### src/rtl/shared_divider.sv
// shared_divider: two-client restoring radix-2 divider with Busy/Ready handshake; optional rounding via DIV_ROUND_EN
module shared_divider #(
   parameter int WIDTH_div = 16,
   parameter int CNT_W     = 5
) (
   input  logic                 clk,
   input  logic                 rst,
   input  logic                 start,
   input  logic                 select,
   input  logic [WIDTH_div-1:0] dividend0,
   input  logic [WIDTH_div-1:0] divisor0,
   input  logic [WIDTH_div-1:0] dividend1,
   input  logic [WIDTH_div-1:0] divisor1,
   output logic [WIDTH_div-1:0] dividerres,
   output logic                 Busy,
   output logic                 Ready,
   output logic                 div_zero
);
`ifdef DIV_ROUND_EN
   typedef enum logic [1:0] {IDLE, RUN, ROUND} state_t;
`else
   typedef enum logic [1:0] {IDLE, RUN} state_t;
`endif
   state_t               state;
   logic [WIDTH_div-1:0] dvd, dsr, rem, quo, rem_nx, quo_nx;
   logic [WIDTH_div:0]   rem_sh;
   logic [CNT_W-1:0]     cnt;
   logic                 ge, last, dz;
   // the shifted partial remainder needs one extra bit; after subtraction it always fits the divisor width
   assign rem_sh = {rem, dvd[WIDTH_div-1]};
   assign ge     = rem_sh >= {1'b0, dsr};
   assign rem_nx = ge ? rem_sh[WIDTH_div-1:0] - dsr : rem_sh[WIDTH_div-1:0];
   assign quo_nx = {quo[WIDTH_div-2:0], ge};
   assign last   = cnt == CNT_W'(WIDTH_div - 1);
   assign dz     = dsr == '0;
`ifdef DIV_ROUND_EN
   logic                 up;
   logic [WIDTH_div-1:0] quo_rnd;
   // round half up on the final remainder, saturating at all ones
   assign up      = {1'b0, rem, 1'b0} >= {2'b00, dsr};
   assign quo_rnd = (up && quo != '1) ? quo + 1'b1 : quo;
`endif
   // control FSM, datapath registers and registered handshake outputs
   always_ff @(posedge clk or posedge rst) begin
      if (rst) begin
         state      <= IDLE;
         dvd        <= '0;
         dsr        <= '0;
         rem        <= '0;
         quo        <= '0;
         cnt        <= '0;
         dividerres <= '0;
         Busy       <= 1'b0;
         Ready      <= 1'b0;
         div_zero   <= 1'b0;
      end else begin
         Ready <= 1'b0;
         case (state)
            IDLE: if (start) begin
               dvd   <= select ? dividend1 : dividend0;
               dsr   <= select ? divisor1 : divisor0;
               rem   <= '0;
               quo   <= '0;
               cnt   <= '0;
               Busy  <= 1'b1;
               state <= RUN;
            end
            RUN: begin
               dvd <= {dvd[WIDTH_div-2:0], 1'b0};
               rem <= rem_nx;
               quo <= quo_nx;
               cnt <= cnt + CNT_W'(1);
               if (last) begin
`ifdef DIV_ROUND_EN
                  state <= ROUND;
`else
                  dividerres <= dz ? '1 : quo_nx;
                  div_zero   <= dz;
                  Busy       <= 1'b0;
                  Ready      <= 1'b1;
                  state      <= IDLE;
`endif
               end
            end
`ifdef DIV_ROUND_EN
            ROUND: begin
               dividerres <= dz ? '1 : quo_rnd;
               div_zero   <= dz;
               Busy       <= 1'b0;
               Ready      <= 1'b1;
               state      <= IDLE;
            end
`endif
            default: state <= IDLE;
         endcase
      end
   end
endmodule

### config.mk
export PLATFORM = sky130hd
export DESIGN_NAME = shared_divider
export DESIGN_NICKNAME = d
export VERILOG_FILES = /design/src/rtl/shared_divider.sv
export SDC_FILE = /design/constraint.sdc
export NUM_CORES = 1
export LEC_CHECK = 0
export ABC_AREA = 1
export BUFFER_PORTS_ARGS = -buffer_cell sky130_fd_sc_hd__buf_2
export CAP_MARGIN = 25
export CORE_MARGIN = 5
export CORE_UTILIZATION = 55
export DETAILED_ROUTE_END_ITERATION = 10
export GPL_TIMING_DRIVEN = 0
export PLACE_DENSITY = 0.86
export SETUP_SLACK_MARGIN = 0.1
export SLEW_MARGIN = 10
export SYNTH_ARGS = -nofsm -noshare
export SYNTH_HDL_FRONTEND = slang
export SYNTH_SLANG_ARGS = --single-unit
### constraint.sdc
create_clock -name clk -period 2.8 [get_ports clk]
set_clock_uncertainty 0.05 [all_clocks]
set_input_delay 0.28 -clock clk [delete_from_list [all_inputs] [get_ports clk]]
set_output_delay 0.28 -clock clk [all_outputs]
set_load 0.1 [all_outputs]
==> results.yml, run 1 <==
global_routing:
  grt_pass1_vias: 4827
  globalRouteTotalUtil: 0.2458
  grt_remaining_overflow: 0
  grt_max_degree: 46
  antenna_found_initial: 0
  grt_pass1_wl_um: 22390
yosys:
  synth_top_family_by_area: "simple AND/OR/NAND/NOR gates"
  synth.area.mux_share: 0
  synth_simple_gate_area_share: 0.2504
  ys_types: 40
  synth-seq-cells: 87
  synth_area_per_cell_um2: 7.673
  synth_seq_area_share: 0.4420
  yosysWarnings: 0
  synth_nets: 729
  synth_fa_ha_area_frac: 0.04978
  synth_compound_area_frac: 0.1458
  synthCells: 642
  synthXorXnorAreaFrac: 0.01245
  netlist_area_um2: 4926
finish:
  diodes: 0
  drive_above_1_share: 0.1689
  fill_cells: 709
  area_growth_pct: 16.48
  nets: 828
  regArea_um2: 2177
  multi_input_area_um2: 2258
  fin_area_um2: 5738
clock_network:
  cts_hold_buffers: 1
  cts_tree: "built"
  htree_levels: 3
  cts.sinks: 87
  cts_buffer_depth: 2
  postCtsSetupBuffers: 0
  numCtsBuffers: 9
  clk-insertion-delay-late_ns: 0.36
  clk_root_buffer_cell: "clkbuf_8"
  cts-resized-gates: 0
  clkTransAtPathRegs_ns: 0.09
floorplanning:
  fp.dieArea_um2: 10950
  core_um2: 8721
  fp-row-count: 34
  io_pins: 87
  floorplan.initialDensity: 0.5648
  die_x_um: 104.6
  die_y_um: 104.6
sta:
  drv_slew: 0
  max_freq_mhz: 465.5
  fin_crit_sh: 0.7672
  hold_viol: 0
  worstMarginPinSlew_ns: 0.6460
  postLayoutSetupSlackWorst_ns: 0.6520
  setup_viol: 0
  setup_tns_ns: 0
  rsz0062_at_grt: "false"
  holdWs_ns: 0.1181
  period_minus_slack_ns: 2.148
  max_slew_margin: 0.5693
place:
  dp_hpwl_um: 10200
  portBuffers: 86
  place.gp.congestion: 0.9393
  place_area_um2: 5514
  post-place-ws_ns: 0.6983
setup_path:
  slowest_stage: "dfrtp_1"
  crit_required_ns: 3.05
  r2r_cells: 14
  path_cells: "inv_1 > ha_1 > nand2_1 > nand2_1 > nand2_1 > nand2_1 > nand2_1 > nand2_1 > nor2_4 > nand2_8 > buf_8 > nand2_1 > nand3_1 > nand2_1"
  worst_setup_path_start_kind: "flip-flop"
  cp_max_fo: 10
  cp-end-kind: "flip-flop"
  arrival_ns: 2.40
  crit_type: "reg2reg"
  cpMostUsedCell: "nand2_1"
  cpPeakStageDelay_ns: 0.37
routing:
  drc: 0
  wl_per_cell_um: 15.66
  ant_nets: 0
  met1_length_um: 5453
  topRoutingLayerUsed: "met4"
  routed-wl-met2_um: 6688
  firstDrtPassIters: 6
  routed-wl-met3_um: 1023
  drtIter0Drc: 462
  drt-total-wl_um: 13370
  vias_per_cell: 5.644
  vias: 4820
min_path:
  hold_path_class: "in2reg"
  hold_path_depth: 3
status:
  status: "completed"
job:
  cap_violations: 0
[routing by layer]
layer  vias up  track usage
li1       2293            -
met1      2299       0.3197
met2       202       0.4231
met3        26      0.03761
met4         0      0.07854
met5         -            0
[final timing paths]
path                                          start                        end  slack, ns
worst max-delay path            dsr[10]$_DFFE_PP0P_         rem[9]$_DFFE_PP0P_       0.65
worst max register to register  dsr[10]$_DFFE_PP0P_         rem[9]$_DFFE_PP0P_       0.65
worst min-delay path                    divisor1[3]         dsr[3]$_DFFE_PP0P_       0.12
min in group asynchronous                       rst         dvd[0]$_DFFE_PP0P_       0.48
worst min register to register   cnt[3]$_DFFE_PP0P_         cnt[3]$_DFFE_PP0P_       0.45
max in group asynchronous                       rst  dividerres[0]$_DFFE_PP0P_       1.61
[Yosys cell counts (all sizes together)]
cell / count / share of area
a22o: 1 / 0.0018
nor2: 69 / 0.057
dfrtp: 87 / 0.44
ha: 18 / 0.046
buf: 10 / 0.014
xnor2: 5 / 0.0089
fa: 1 / 0.0041
o21ai: 52 / 0.053
nand4: 9 / 0.011
a22oi: 14 / 0.021
and2: 1 / 0.0013
clkbuf: 16 / 0.012
and3: 1 / 0.0013
nand3: 46 / 0.048
nand3b: 5 / 0.0076
xor2: 2 / 0.0036
or2: 2 / 0.0025
nand2: 144 / 0.12
nor4: 2 / 0.0025
o22ai: 29 / 0.037
a31oi: 3 / 0.0038
o221ai: 1 / 0.0018
inv: 96 / 0.073
nor3: 2 / 0.0043
o211ai: 1 / 0.0015
o21bai: 1 / 0.0015
a21oi: 24 / 0.024
[critical path, delay by kind of cell (launching register included)]
family / cells / cell delay, ns
DFF: 1 / 0.37
adders and majority gates: 1 / 0.37
buffers and inverters: 2 / 0.23
and+or+nand+nor: 11 / 1.05
[metrics by stage]
step,utilization,std cells
final,0.6580,854
after global routing,0.6580,854
after CTS,0.6580,854
after detailed placement,0.6323,837
after global placement,0.6297,836
after floorplan,-,642
[cell families (layout without fill, tap and decap cells)]
kind of cell	count (synthesis)	count (layout)
AOI/OAI and AO/OA	126	126
xor gates and xnor gates	7	7
adders and majority gates	19	19
buffers and inverters	122	226
DFF	87	87
and+or+nand+nor	281	281
[area by class of cell]
cell class / instances / share of cell area
Tap cell: 108 / 0.02355
Sequential cell: 87 / 0.3794
Buffer: 26 / 0.02268
Multi-Input combinational cell: 433 / 0.3936
Clock buffer: 9 / 0.02159
Clock inverter: 7 / 0.01570
Timing Repair Buffer: 88 / 0.08024
Inverter: 96 / 0.06324
[cells in the final DEF, fill, tap and decap left out, types with 14 or more instances in the layout]
master    count
a21oi_1      24
a22oi_1      14
buf_2        91
clkbuf_1     16
dfrtp_1      87
ha_1         18
inv_1        93
nand2_1     141
nand3_1      45
nor2_1       63
o21ai_0      48
o22ai_1      29
[state kept, by name, summed over array words and instances, names as in the netlist]
register    flops
dividerres     16
dsr            16
dvd            16
rem            16
quo            15
cnt             5
Busy            1
Ready           1
div_zero        1
Power of run 1 is left out: the tool's default activity adds up to more than one toggle a clock period on the data nets, which glitch-free logic cannot reach.
==> run 2, diff against run 1 <==
--- a/config.mk
+++ b/config.mk
@@ -5,7 +5,7 @@
 export SDC_FILE = /design/constraint.sdc
 export NUM_CORES = 1
 export LEC_CHECK = 0
-export ABC_AREA = 1
+export ABC_AREA = 0
 export BUFFER_PORTS_ARGS = -buffer_cell sky130_fd_sc_hd__buf_2
 export CAP_MARGIN = 25
 export CORE_MARGIN = 5
==> constraint.sdc (replaced) <==
create_clock -name clk -period 2 [get_ports clk]
set_clock_uncertainty 0.05 [all_clocks]
set_input_delay 0.2 -clock clk [delete_from_list [all_inputs] [get_ports clk]]
set_output_delay 0.2 -clock clk [all_outputs]
set_load 0.1 [all_outputs]
==> run 2 against run 1 <==
The run now ends with setup timing left. Via count is 0.33% higher. Synthesized cell count shrank 19%. Maximum frequency shrank 16%. Die area decreased by 2.0%. Core utilization rose by 6.6 points. Critical path depth shrank 5. Highest routed layer unchanged.
==> results.yml, run 2 <==
setup_path:
  crit_required_ns: 2.17
  r2r_slack_ns: -0.55
  cp-end-kind: "flip-flop"
  setup.worst_path.start: "dsr[7]$_DFFE_PP0P_"
  crit_type: "reg2reg"
  cp_max_fo: 6
  r2r_end: "rem[3]$_DFFE_PP0P_"
  worst_setup_path_start_kind: "flip-flop"
  r2r_cells: 9
  r2r-start: "dsr[7]$_DFFE_PP0P_"
  arrival_ns: 2.72
global_routing:
  antenna_found_initial: 0
  grt_pass1_wl_um: 21640
  grt_pass1_vias: 4591
  grt_remaining_overflow: 0
  globalRouteTotalUtil: 0.2408
  grt_max_degree: 41
routing:
  drtIter0Drc: 649
  drt-total-wl_um: 14970
  ant_nets: 0
  firstDrtPassIters: 7
  vias_per_cell: 6.338
  wl_per_cell_um: 19.61
  vias: 4836
  drc: 0
yosys:
  synth-seq-cells: 87
  synth_area_per_cell_um2: 9.241
  synth-edff-count: 0
  netlist_area_um2: 4815
  synth_nets: 608
  synth_common_cells: "nand2_1, dfrtp_1, o21ai_0"
  synth_area_leaders: "dfrtp_1, mux2i_1, nand2_1"
  yosysWarnings: 0
  synth_top_cell_by_area: "dfrtp_1"
  synthCells: 521
  synth_top_area_frac: 0.4522
  synth_seq_area_share: 0.4522
  synth_ff_type: "dfrtp_1"
  ys_async_sr_fraction: 1.000
  yosysMostFrequentCell: "nand2_1"
  ys_types: 56
finish:
  nets: 737
  area_growth_pct: 29.81
  stdcell_count: 763
  multi_input_area_um2: 2741
  regArea_um2: 2180
  fill_cells: 554
  final_common_cell: "nand2_1"
  diodes: 0
  drive_above_1_share: 0.3053
  layout_common_cells: "nand2_1, dfrtp_1, buf_2, o21ai_0, mux2i_1"
min_path:
  hold_start: "divisor0[9]"
  hold_path_depth: 3
  hold_path_class: "in2reg"
  min_to: "dsr[9]$_DFFE_PP0P_"
sta:
  hold_viol: 0
  postLayoutSetupSlackWorst_ns: -0.5481
  rsz0062_at_grt: "true"
  drv_slew: 0
  worstMarginPinSlew_ns: 0.7210
  max_slew_margin: 0.5194
  max_freq_mhz: 392.5
  setup_viol: 20
  period_minus_slack_ns: 2.548
  fin_crit_sh: 1.274
place:
  dp.cells: 716
  dp_hpwl_um: 8966
  portBuffers: 85
  place.gp.congestion: 0.9182
clock_network:
  numCtsBuffers: 9
  clk_root_buffer_cell: "clkbuf_8"
  clk-insertion-delay-late_ns: 0.37
  cts.sinks: 87
  clkTransAtPathRegs_ns: 0.10
  cts_buffer_depth: 2
  cts_tree: "built"
  htree_levels: 3
floorplanning:
  die_x_um: 103.6
  core_um2: 8636
  io_pins: 87
  fp-row-count: 34
  fp.dieArea_um2: 10720
  floorplan.initialDensity: 0.5575
  die_y_um: 103.6
job:
  cap_violations: 0
status:
  violations: "setup timing"
  status: "finished, violations left"
==> run 2: cell types whose count changed in the layout (fill, tap and decap cells not counted), moves of 10 or more <==
cell / previous run / this run
nand3_1: 45 / 3
mux2i_1: 0 / 40
buf_4: 0 / 28
nor2_1: 63 / 8
a22oi_1: 14 / 0
ha_4: 0 / 10
o21ai_0: 48 / 68
a21oi_1: 24 / 13
o22a_1: 0 / 16
inv_1: 93 / 19
ha_1: 18 / 4
nand2_1: 141 / 101
o22ai_1: 29 / 2
==> run 2: cell families after synthesis <==
family	after synthesis	share of synthesized area
AOI/OAI and AO/OA	159	0.2097
xor gates and xnor gates	10	0.01819
adders and majority gates	19	0.05094
buffers and inverters	56	0.04652
DFF	87	0.4522
muxes	41	0.08524
and+or+nand+nor	149	0.1372
==> run 2: per-layer routing <==
metal	track usage	wire [um]	part of all wire	vias to the layer above
met5	0	0	0	-
li1	-	-	-	2112
met3	0.04851	1440	0.096	98
met2	0.3948	7008	0.47	372
met1	0.3137	5766	0.39	2254
met4	0.09372	752	0.050	0
==> run 2: how the worst max path moves through the flow <==
stage / to / slack [ns] / depth (start not counted)
after global placement: rem[14]$_DFFE_PP0P_ / -0.48 / 11
after global routing: rem[12]$_DFFE_PP0P_ / -0.60 / 9
after floorplan: rem[6]$_DFFE_PP0P_ / -0.31 / 11
final: rem[3]$_DFFE_PP0P_ / -0.55 / 9
after CTS: rem[12]$_DFFE_PP0P_ / -0.43 / 9
after detailed placement: rem[14]$_DFFE_PP0P_ / -0.55 / 11
==> run 2: final cells by class <==
cell class / count / share of cell area
multi-input cells: 378 / 0.4386
flip-flops and latches: 87 / 0.3487
repair buffers: 120 / 0.1191
plain buffers: 28 / 0.02402
well taps: 108 / 0.02162
clock buffers: 9 / 0.01982
inverters: 26 / 0.01622
clock inverters: 7 / 0.01181
==> run 2: timing repair <==
| item | 4_1_cts | 5_1_grt |
|---|---|---|
| buffers inserted | 15 | 16 |
| hold endpoints to repair | 17 | 0 |
| gates resized for setup | 50 | 42 |
| hold buffers | 1 | 0 |
| pin swaps | 16 | 25 |
| setup endpoints to repair | 42 | 43 |
| gates cloned | 1 | 0 |
==> run 2: through the flow <==
step           hold slack, ns  instance area (um2)  setup TNS, ns  worst slack (ns)  utilization
2_1_floorplan          0.3462                 4867         -12.55           -0.3132            -
5_1_grt               0.09313                 6250         -8.430           -0.6015       0.7237
4_1_cts               0.06539                 5973         -5.745           -0.4252       0.6917
3_5_place_dp           0.1883                 5468         -10.36           -0.5512       0.6332
6_report              0.06893                 6250         -6.992           -0.5481       0.7237
3_3_place_gp           0.4068                 5428         -8.939           -0.4784       0.6285
==> run 2: worst max-delay path, cell delays in order, from the launching register on <==
cell	delay, ns
dfrtp_1	0.40
inv_2	0.08
ha_4	0.31
nand4_1	0.25
nor4_4	0.38
nor3_4	0.09
a31oi_4	0.28
clkbuf_16	0.22
mux2i_1	0.24
o21ai_1	0.11
Power of run 2 is left out for the same reason.
